`src/rtl/mc_seq_pkg.sv`:
```
// Shared encodings and default widths for the microcode sequencer.
package mc_seq_pkg;

    localparam int unsigned MC_CMD_W       = 7;
    localparam int unsigned MC_CMDEX_W     = 4;
    localparam int unsigned MC_STEP_W      = 6;
    localparam int unsigned MC_STACK_DEPTH = 2;
    localparam int unsigned MC_LOOP_W      = 8;
    localparam int unsigned MC_KIND_W      = 3;

    // Table directive encodings; codes 6 and 7 are unused and act as END.
    localparam logic [MC_KIND_W-1:0] MC_KIND_END    = 3'd0;
    localparam logic [MC_KIND_W-1:0] MC_KIND_NEXT   = 3'd1;
    localparam logic [MC_KIND_W-1:0] MC_KIND_JUMP   = 3'd2;
    localparam logic [MC_KIND_W-1:0] MC_KIND_CALL   = 3'd3;
    localparam logic [MC_KIND_W-1:0] MC_KIND_RETURN = 3'd4;
    localparam logic [MC_KIND_W-1:0] MC_KIND_LOOP   = 3'd5;

    typedef enum logic [1:0] {
        MC_ST_IDLE = 2'd0,
        MC_ST_RUN  = 2'd1,
        MC_ST_HALT = 2'd2
    } mc_state_e;

endpackage

```
`src/rtl/mc_seq_stack.sv`:
```
// LIFO of saved (cmd,cmdex) return points; clear empties it in one cycle.
module mc_seq_stack
    import mc_seq_pkg::*;
#(
    parameter int unsigned DEPTH = MC_STACK_DEPTH,
    parameter int unsigned W     = MC_CMD_W + MC_CMDEX_W
) (
    input  logic                         clk,
    input  logic                         rst,
    input  logic                         clear,
    input  logic                         push,
    input  logic                         pop,
    input  logic [W-1:0]                 push_data,
    output logic [W-1:0]                 top_data,
    output logic                         full,
    output logic                         empty,
    output logic [$clog2(DEPTH+1)-1:0]   level
);

    localparam int unsigned LVL_W = $clog2(DEPTH + 1);
    localparam int unsigned IDX_W = (DEPTH > 1) ? $clog2(DEPTH) : 1;

    logic [W-1:0]     mem [DEPTH];
    logic [LVL_W-1:0] level_q;

    // Occupancy: push wins over pop; overfull push and empty pop are dropped.
    always_ff @(posedge clk) begin
        if (rst || clear) begin
            level_q <= '0;
        end else if (push && !full) begin
            level_q <= level_q + LVL_W'(1);
        end else if (pop && !empty) begin
            level_q <= level_q - LVL_W'(1);
        end
    end

    // Entry storage; contents above the level are don't-care.
    always_ff @(posedge clk) begin
        if (push && !full && !rst && !clear) begin
            mem[IDX_W'(level_q)] <= push_data;
        end
    end

    assign top_data = mem[IDX_W'(level_q - LVL_W'(1))];
    assign full     = (level_q == LVL_W'(DEPTH));
    assign empty    = (level_q == '0);
    assign level    = level_q;

endmodule

```
`src/rtl/microcode_sequencer.sv`:
```
// Stepped microcode sequencer between decode and execute.
// Optional feature: define MC_SEQ_LOOP_EN to enable the LOOP directive repeat counter;
// without it LOOP behaves as NEXT and no counter state exists.
module microcode_sequencer
    import mc_seq_pkg::*;
#(
    parameter int unsigned CMD_W       = MC_CMD_W,
    parameter int unsigned CMDEX_W     = MC_CMDEX_W,
    parameter int unsigned STEP_W      = MC_STEP_W,
    parameter int unsigned STACK_DEPTH = MC_STACK_DEPTH,
    parameter int unsigned LOOP_W      = MC_LOOP_W
) (
    input  logic                              clk,
    input  logic                              rst,
    input  logic                              flush,
    input  logic                              in_valid,
    output logic                              in_ready,
    input  logic [CMD_W-1:0]                  in_cmd,
    input  logic [CMDEX_W-1:0]                in_cmdex,
    output logic                              out_valid,
    input  logic                              out_ready,
    output logic [CMD_W-1:0]                  out_cmd,
    output logic [CMDEX_W-1:0]                out_cmdex,
    output logic [STEP_W-1:0]                 out_step,
    output logic                              out_last,
    input  logic [MC_KIND_W-1:0]              tbl_kind,
    input  logic [CMD_W-1:0]                  tbl_cmd_next,
    input  logic [CMDEX_W-1:0]                tbl_cmdex_next,
    input  logic [LOOP_W-1:0]                 tbl_loop_count,
    output logic [$clog2(STACK_DEPTH+1)-1:0]  stack_level,
    output logic                              err_overflow
);

    localparam int unsigned ENT_W = CMD_W + CMDEX_W;

    mc_state_e          state, state_next;
    logic [CMD_W-1:0]   cmd_q;
    logic [CMDEX_W-1:0] cmdex_q;
    logic [STEP_W-1:0]  step_q;
    logic               err_q;

    logic accept_in, accept_out;
    logic is_end, is_ret, is_next, is_jump, is_call, is_loop;
    logic finish, do_pop, overflow, loop_repeat;
    logic stack_push, stack_pop, stack_full, stack_empty;
    logic [ENT_W-1:0] stack_top;

    // Directive decode; unused codes fall into END.
    always_comb begin
        is_end  = 1'b0;
        is_ret  = 1'b0;
        is_next = 1'b0;
        is_jump = 1'b0;
        is_call = 1'b0;
        is_loop = 1'b0;
        case (tbl_kind)
            MC_KIND_NEXT:   is_next = 1'b1;
            MC_KIND_JUMP:   is_jump = 1'b1;
            MC_KIND_CALL:   is_call = 1'b1;
            MC_KIND_RETURN: is_ret  = 1'b1;
            MC_KIND_LOOP:   is_loop = 1'b1;
            default:        is_end  = 1'b1;
        endcase
    end

    // END and RETURN unwind the LIFO; with nothing saved they end the instruction.
    assign finish   = (is_end || is_ret) && stack_empty;
    assign do_pop   = (is_end || is_ret) && !stack_empty;
    assign overflow = is_call && stack_full;

`ifdef MC_SEQ_LOOP_EN
    logic [LOOP_W-1:0] loop_cnt_q;
    logic [LOOP_W-1:0] loop_cnt_eff;
    logic              loop_active_q;

    assign loop_cnt_eff = loop_active_q ? loop_cnt_q : tbl_loop_count;
    assign loop_repeat  = is_loop && (loop_cnt_eff != '0);

    // Remaining repeats: loaded on the first LOOP acceptance, dropped on any other directive.
    always_ff @(posedge clk) begin
        if (rst || flush) begin
            loop_cnt_q    <= '0;
            loop_active_q <= 1'b0;
        end else if (accept_out) begin
            if (loop_repeat) begin
                loop_cnt_q    <= loop_cnt_eff - LOOP_W'(1);
                loop_active_q <= 1'b1;
            end else begin
                loop_cnt_q    <= '0;
                loop_active_q <= 1'b0;
            end
        end
    end
`else
    logic unused_loop_count;
    assign unused_loop_count = ^tbl_loop_count;
    assign loop_repeat       = 1'b0;
`endif

    // State register; flush returns to IDLE from any state.
    always_ff @(posedge clk) begin
        if (rst || flush) begin
            state <= MC_ST_IDLE;
        end else begin
            state <= state_next;
        end
    end

    // Next-state: HALT is left only through flush or reset.
    always_comb begin
        state_next = state;
        case (state)
            MC_ST_IDLE: if (accept_in) state_next = MC_ST_RUN;
            MC_ST_RUN: begin
                if (accept_out) begin
                    if (finish) begin
                        state_next = MC_ST_IDLE;
                    end else if (overflow) begin
                        state_next = MC_ST_HALT;
                    end
                end
            end
            MC_ST_HALT: state_next = MC_ST_HALT;
            default:    state_next = MC_ST_IDLE;
        endcase
    end

    // Handshake and LIFO control decoded from the current state.
    always_comb begin
        in_ready   = 1'b0;
        out_valid  = 1'b0;
        out_last   = 1'b0;
        accept_in  = 1'b0;
        accept_out = 1'b0;
        stack_push = 1'b0;
        stack_pop  = 1'b0;
        case (state)
            MC_ST_IDLE: begin
                in_ready  = !rst && !flush;
                accept_in = in_valid && in_ready;
            end
            MC_ST_RUN: begin
                out_valid  = 1'b1;
                out_last   = finish;
                accept_out = out_ready && !rst && !flush;
                stack_push = accept_out && is_call && !stack_full;
                stack_pop  = accept_out && do_pop;
            end
            default: ;
        endcase
    end

    // Command/cmdex/step walk and sticky overflow flag.
    always_ff @(posedge clk) begin
        if (rst) begin
            cmd_q   <= '0;
            cmdex_q <= '0;
            step_q  <= '0;
            err_q   <= 1'b0;
        end else if (flush) begin
            err_q <= 1'b0;
        end else if (accept_in) begin
            cmd_q   <= in_cmd;
            cmdex_q <= in_cmdex;
            step_q  <= '0;
        end else if (accept_out) begin
            if (overflow) begin
                err_q <= 1'b1;
            end else if (!finish) begin
                if (step_q != '1) step_q <= step_q + STEP_W'(1);
                if (do_pop) begin
                    {cmd_q, cmdex_q} <= stack_top;
                end else if (is_call) begin
                    cmd_q   <= tbl_cmd_next;
                    cmdex_q <= '0;
                end else if (is_jump) begin
                    cmd_q   <= tbl_cmd_next;
                    cmdex_q <= tbl_cmdex_next;
                end else if (is_next || (is_loop && !loop_repeat)) begin
                    cmdex_q <= tbl_cmdex_next;
                end
            end
        end
    end

    mc_seq_stack #(
        .DEPTH (STACK_DEPTH),
        .W     (ENT_W)
    ) u_stack (
        .clk       (clk),
        .rst       (rst),
        .clear     (flush),
        .push      (stack_push),
        .pop       (stack_pop),
        .push_data ({cmd_q, tbl_cmdex_next}),
        .top_data  (stack_top),
        .full      (stack_full),
        .empty     (stack_empty),
        .level     (stack_level)
    );

    assign out_cmd      = cmd_q;
    assign out_cmdex    = cmdex_q;
    assign out_step     = step_q;
    assign err_overflow = err_q;

endmodule

```
`config.mk`:
```
export PLATFORM = sky130hd
export DESIGN_NAME = microcode_sequencer
export DESIGN_NICKNAME = d
export VERILOG_FILES = /design/src/rtl/mc_seq_pkg.sv /design/src/rtl/mc_seq_stack.sv /design/src/rtl/microcode_sequencer.sv
export SDC_FILE = /design/constraint.sdc
export NUM_CORES = 1
export LEC_CHECK = 0
export CORE_AREA = 2 2 90 92
export CTS_CLUSTER_SIZE = 28
export DETAILED_ROUTE_END_ITERATION = 6
export DIE_AREA = 0 0 92 94
export SETUP_SLACK_MARGIN = 0.05
export SLEW_MARGIN = 15
export SYNTH_ARGS = -nofsm -noshare
export SYNTH_HDL_FRONTEND = slang
export SYNTH_HIERARCHICAL = 1
export SYNTH_SLANG_ARGS = --single-unit
export TNS_END_PERCENT = 1
```
`constraint.sdc`:
```
create_clock -name clk -period 6.6 [get_ports clk]
set_input_delay 0.66 -clock clk [delete_from_list [all_inputs] [get_ports clk]]
set_output_delay 0.66 -clock clk [all_outputs]
set_load 0.05 [all_outputs]
```
==> out/metrics.yaml <==
place_area_um2: 2850
yosysSeqAreaShare_pct: 48.6
arrival_ns: 4.01
dp_hpwl_um: 4020
switching_share_pct: 23.5
clock-root-buffer: "clkbuf_8"
synth_edf_count: 22
grt_pass1_vias: 1739
synth_ff_type: "edfxtp_1"
synthesis.nets: 254
fin_total_pwr_mw: 0.569
slew_headroom_pct: 23.2
drv_cap: 0
criticalPathCategory: "in2reg"
yosysWarnings: 6
ioPinCount: 61
gr-total-overflow: 0
worst_pin_slew_ns: 1.15
cp_max_fo: 25
comb_power_share_pct: 13.3
grtUsageTotal_pct: 13.4
synth.distinct_cells: 40
rsz0062_at_grt: "false"
postCtsSetupRepairBufs: 0
drive_gt1_share_pct: 12.6
cts_buffers: 5
drt_wl_total_um: 5760
finalSetupViolations: 0
synth-seq-cells: 44
startpoint: "rst"
grt_start_max_net_pins: 33
p_leak_nw: 1.00
tns_ns: 0
die_area_um2: 8650
io_buffers: 52
worstHoldPathCells: 0
rows: 32
reg2reg_depth: 7
diodes: 0
die_h_um: 94
hold_start: "out_cmd[1]"
max_freq_ghz: 0.244
yosys.area.top_type_share_pct: 29.2
yosysMostFrequentCell: "inv_1"
power.switching_mw: 0.134
final-hold-violation-count: 0
drc_errors: 0
place_congestion: 0.754
finalMaxSlewViolations: 0
grt_pass1_wl_um: 8950
fp.dieW_um: 92
skew_ns: 0.00184
syn_to_final_growth_pct: 30.9
cts_hold_buf: 0
timing.hold.ws_ns: 0.484
clkSinkCount: 44
vias_per_cell: 4.95
nets: 302
cts.path.max_buffers: 2
ctsResizeCount: 0
worstSetupStartpointType: "input pin"
htree_num_levels: 2
crit_required_ns: 6.51
outcome: "complete, no violations"
hold_class: "reg2reg"
stdcell_area_um2: 2970
clk_latency_ns: 0.29
dr.pass1.iters: 4
wl_per_cell_um: 15.8
p_int_mw: 0.435
async_flop_share_pct: 0
synth_area_um2: 2270
yosys-top-cells-count: "inv_1, dfxtp_1, edfxtp_1"
core_area_um2: 7610
crit_path_end_kind: "register"
syn_inst: 213
tritoncts: "yes"
r2r-start: "state[1]"
drtIter0Drc: 116
clk_pin_slew_worst_paths_ns: 0.08
vias: 1800
vdd_drop_max_v: 0.000149
power_frac_clock_pct: 35.3
power_per_cell_area_nw_per_um2: 192
start_util_pct: 29.8
ant_nets: 0
yosysTopAreaCell: "edfxtp_1"
seqPwrFrac_pct: 51.3
yosys-top-cells-area: "edfxtp_1, dfxtp_1, mux2_2, inv_1, a21oi_1"
avgSynthCellArea_um2: 10.6
grt_antenna_before_repair: 0
period_share_pct: 62.0
post-route-min-period_ns: 4.09
sequential cells by signal, summed over array words and instances (netlist names):
signal and flops:
state 2, out_cmd 7, out_cmdex 4, u_stack/mem 22, out_step 6, u_stack/level 2
err_overflow 1
layout by cell type, fill, tap and decap left out, drive strengths merged, types with 2 or more instances in the layout:
master and instances:
nand2b 3, a221oi 4, a31o 7, mux2 12, clkdlybuf4s50 52, o31ai 8, a31oi 2, nor2 10
a2111o 4, nand2 3, nand3 5, or3 3, ha 3, nor3 4, a221o 7, a21oi 16
o21ai 3, edfxtp 22, a2111oi 8, clkbuf 6, dfxtp 22, and3 3, nor2b 13, inv 24
or4 4
logic make-up after synthesis:
group | share of synthesized area [%]
AND/OR/NAND/NOR | 14.4
buffers and inverters | 6.79
adder cells (fa/ha/maj) | 1.66
AO/OA/AOI/OAI | 22.4
flip-flops | 48.6
multiplexers | 6.13
worst max-delay path, stage by stage:
cell,delay (ns)
clkdlybuf4s50_1,0.87
or4b_4,0.73
nor2_1,0.40
nand2_1,0.09
nor2_1,0.10
nor2b_4,0.19
nand2_1,0.08
nor2_1,0.87
metrics by stage:
stage	util [%]	setup slack [ns]	instances
after detailed placement	37.5	2.19	355
final	39.0	2.51	364
after global routing	39.0	2.17	364
after global placement	37.5	2.22	355
after floorplan	-	3.17	213
after CTS	38.9	2.50	363
power groups by stage:
stage	clock (mW)	combinational, mW	sequential (mW)
2_1_floorplan	0	0.0290	0.310
5_1_grt	0.216	0.0817	0.293
3_3_place_gp	0	0.0749	0.299
3_5_place_dp	0	0.0752	0.299
6_report	0.201	0.0758	0.292
4_1_cts	0.208	0.0755	0.292
layer usage:
layer | global-route usage, % | up-vias | part of all wire [%]
li1 | - | 909 | -
met1 | 17.0 | 835 | 45
met2 | 21.4 | 48 | 47
met3 | 4.09 | 8 | 5.9
met4 | 5.47 | 0 | 2.0
met5 | 0 | - | 0
final cells by class:
class | count | area [um^2]
Fill cell | 771 | 4640
Sequential cell | 44 | 1100
Multi-Input combinational cell | 133 | 1010
Timing Repair Buffer | 53 | 528
Tap cell | 102 | 128
Inverter | 24 | 90.1
Clock buffer | 6 | 72.6
Clock inverter | 2 | 35.0
worst paths after layout:
| path | endpoint | slack, ns |
|---|---|---|
| worst max-delay path | u_stack/mem[1][10] | 2.51 |
| worst min-delay path | u_stack/mem[1][5] | 0.48 |
| worst max register to register | u_stack/mem[1][10] | 3.56 |
| worst min register to register | u_stack/mem[1][5] | 0.48 |
Power figures use the tool's default switching activity.
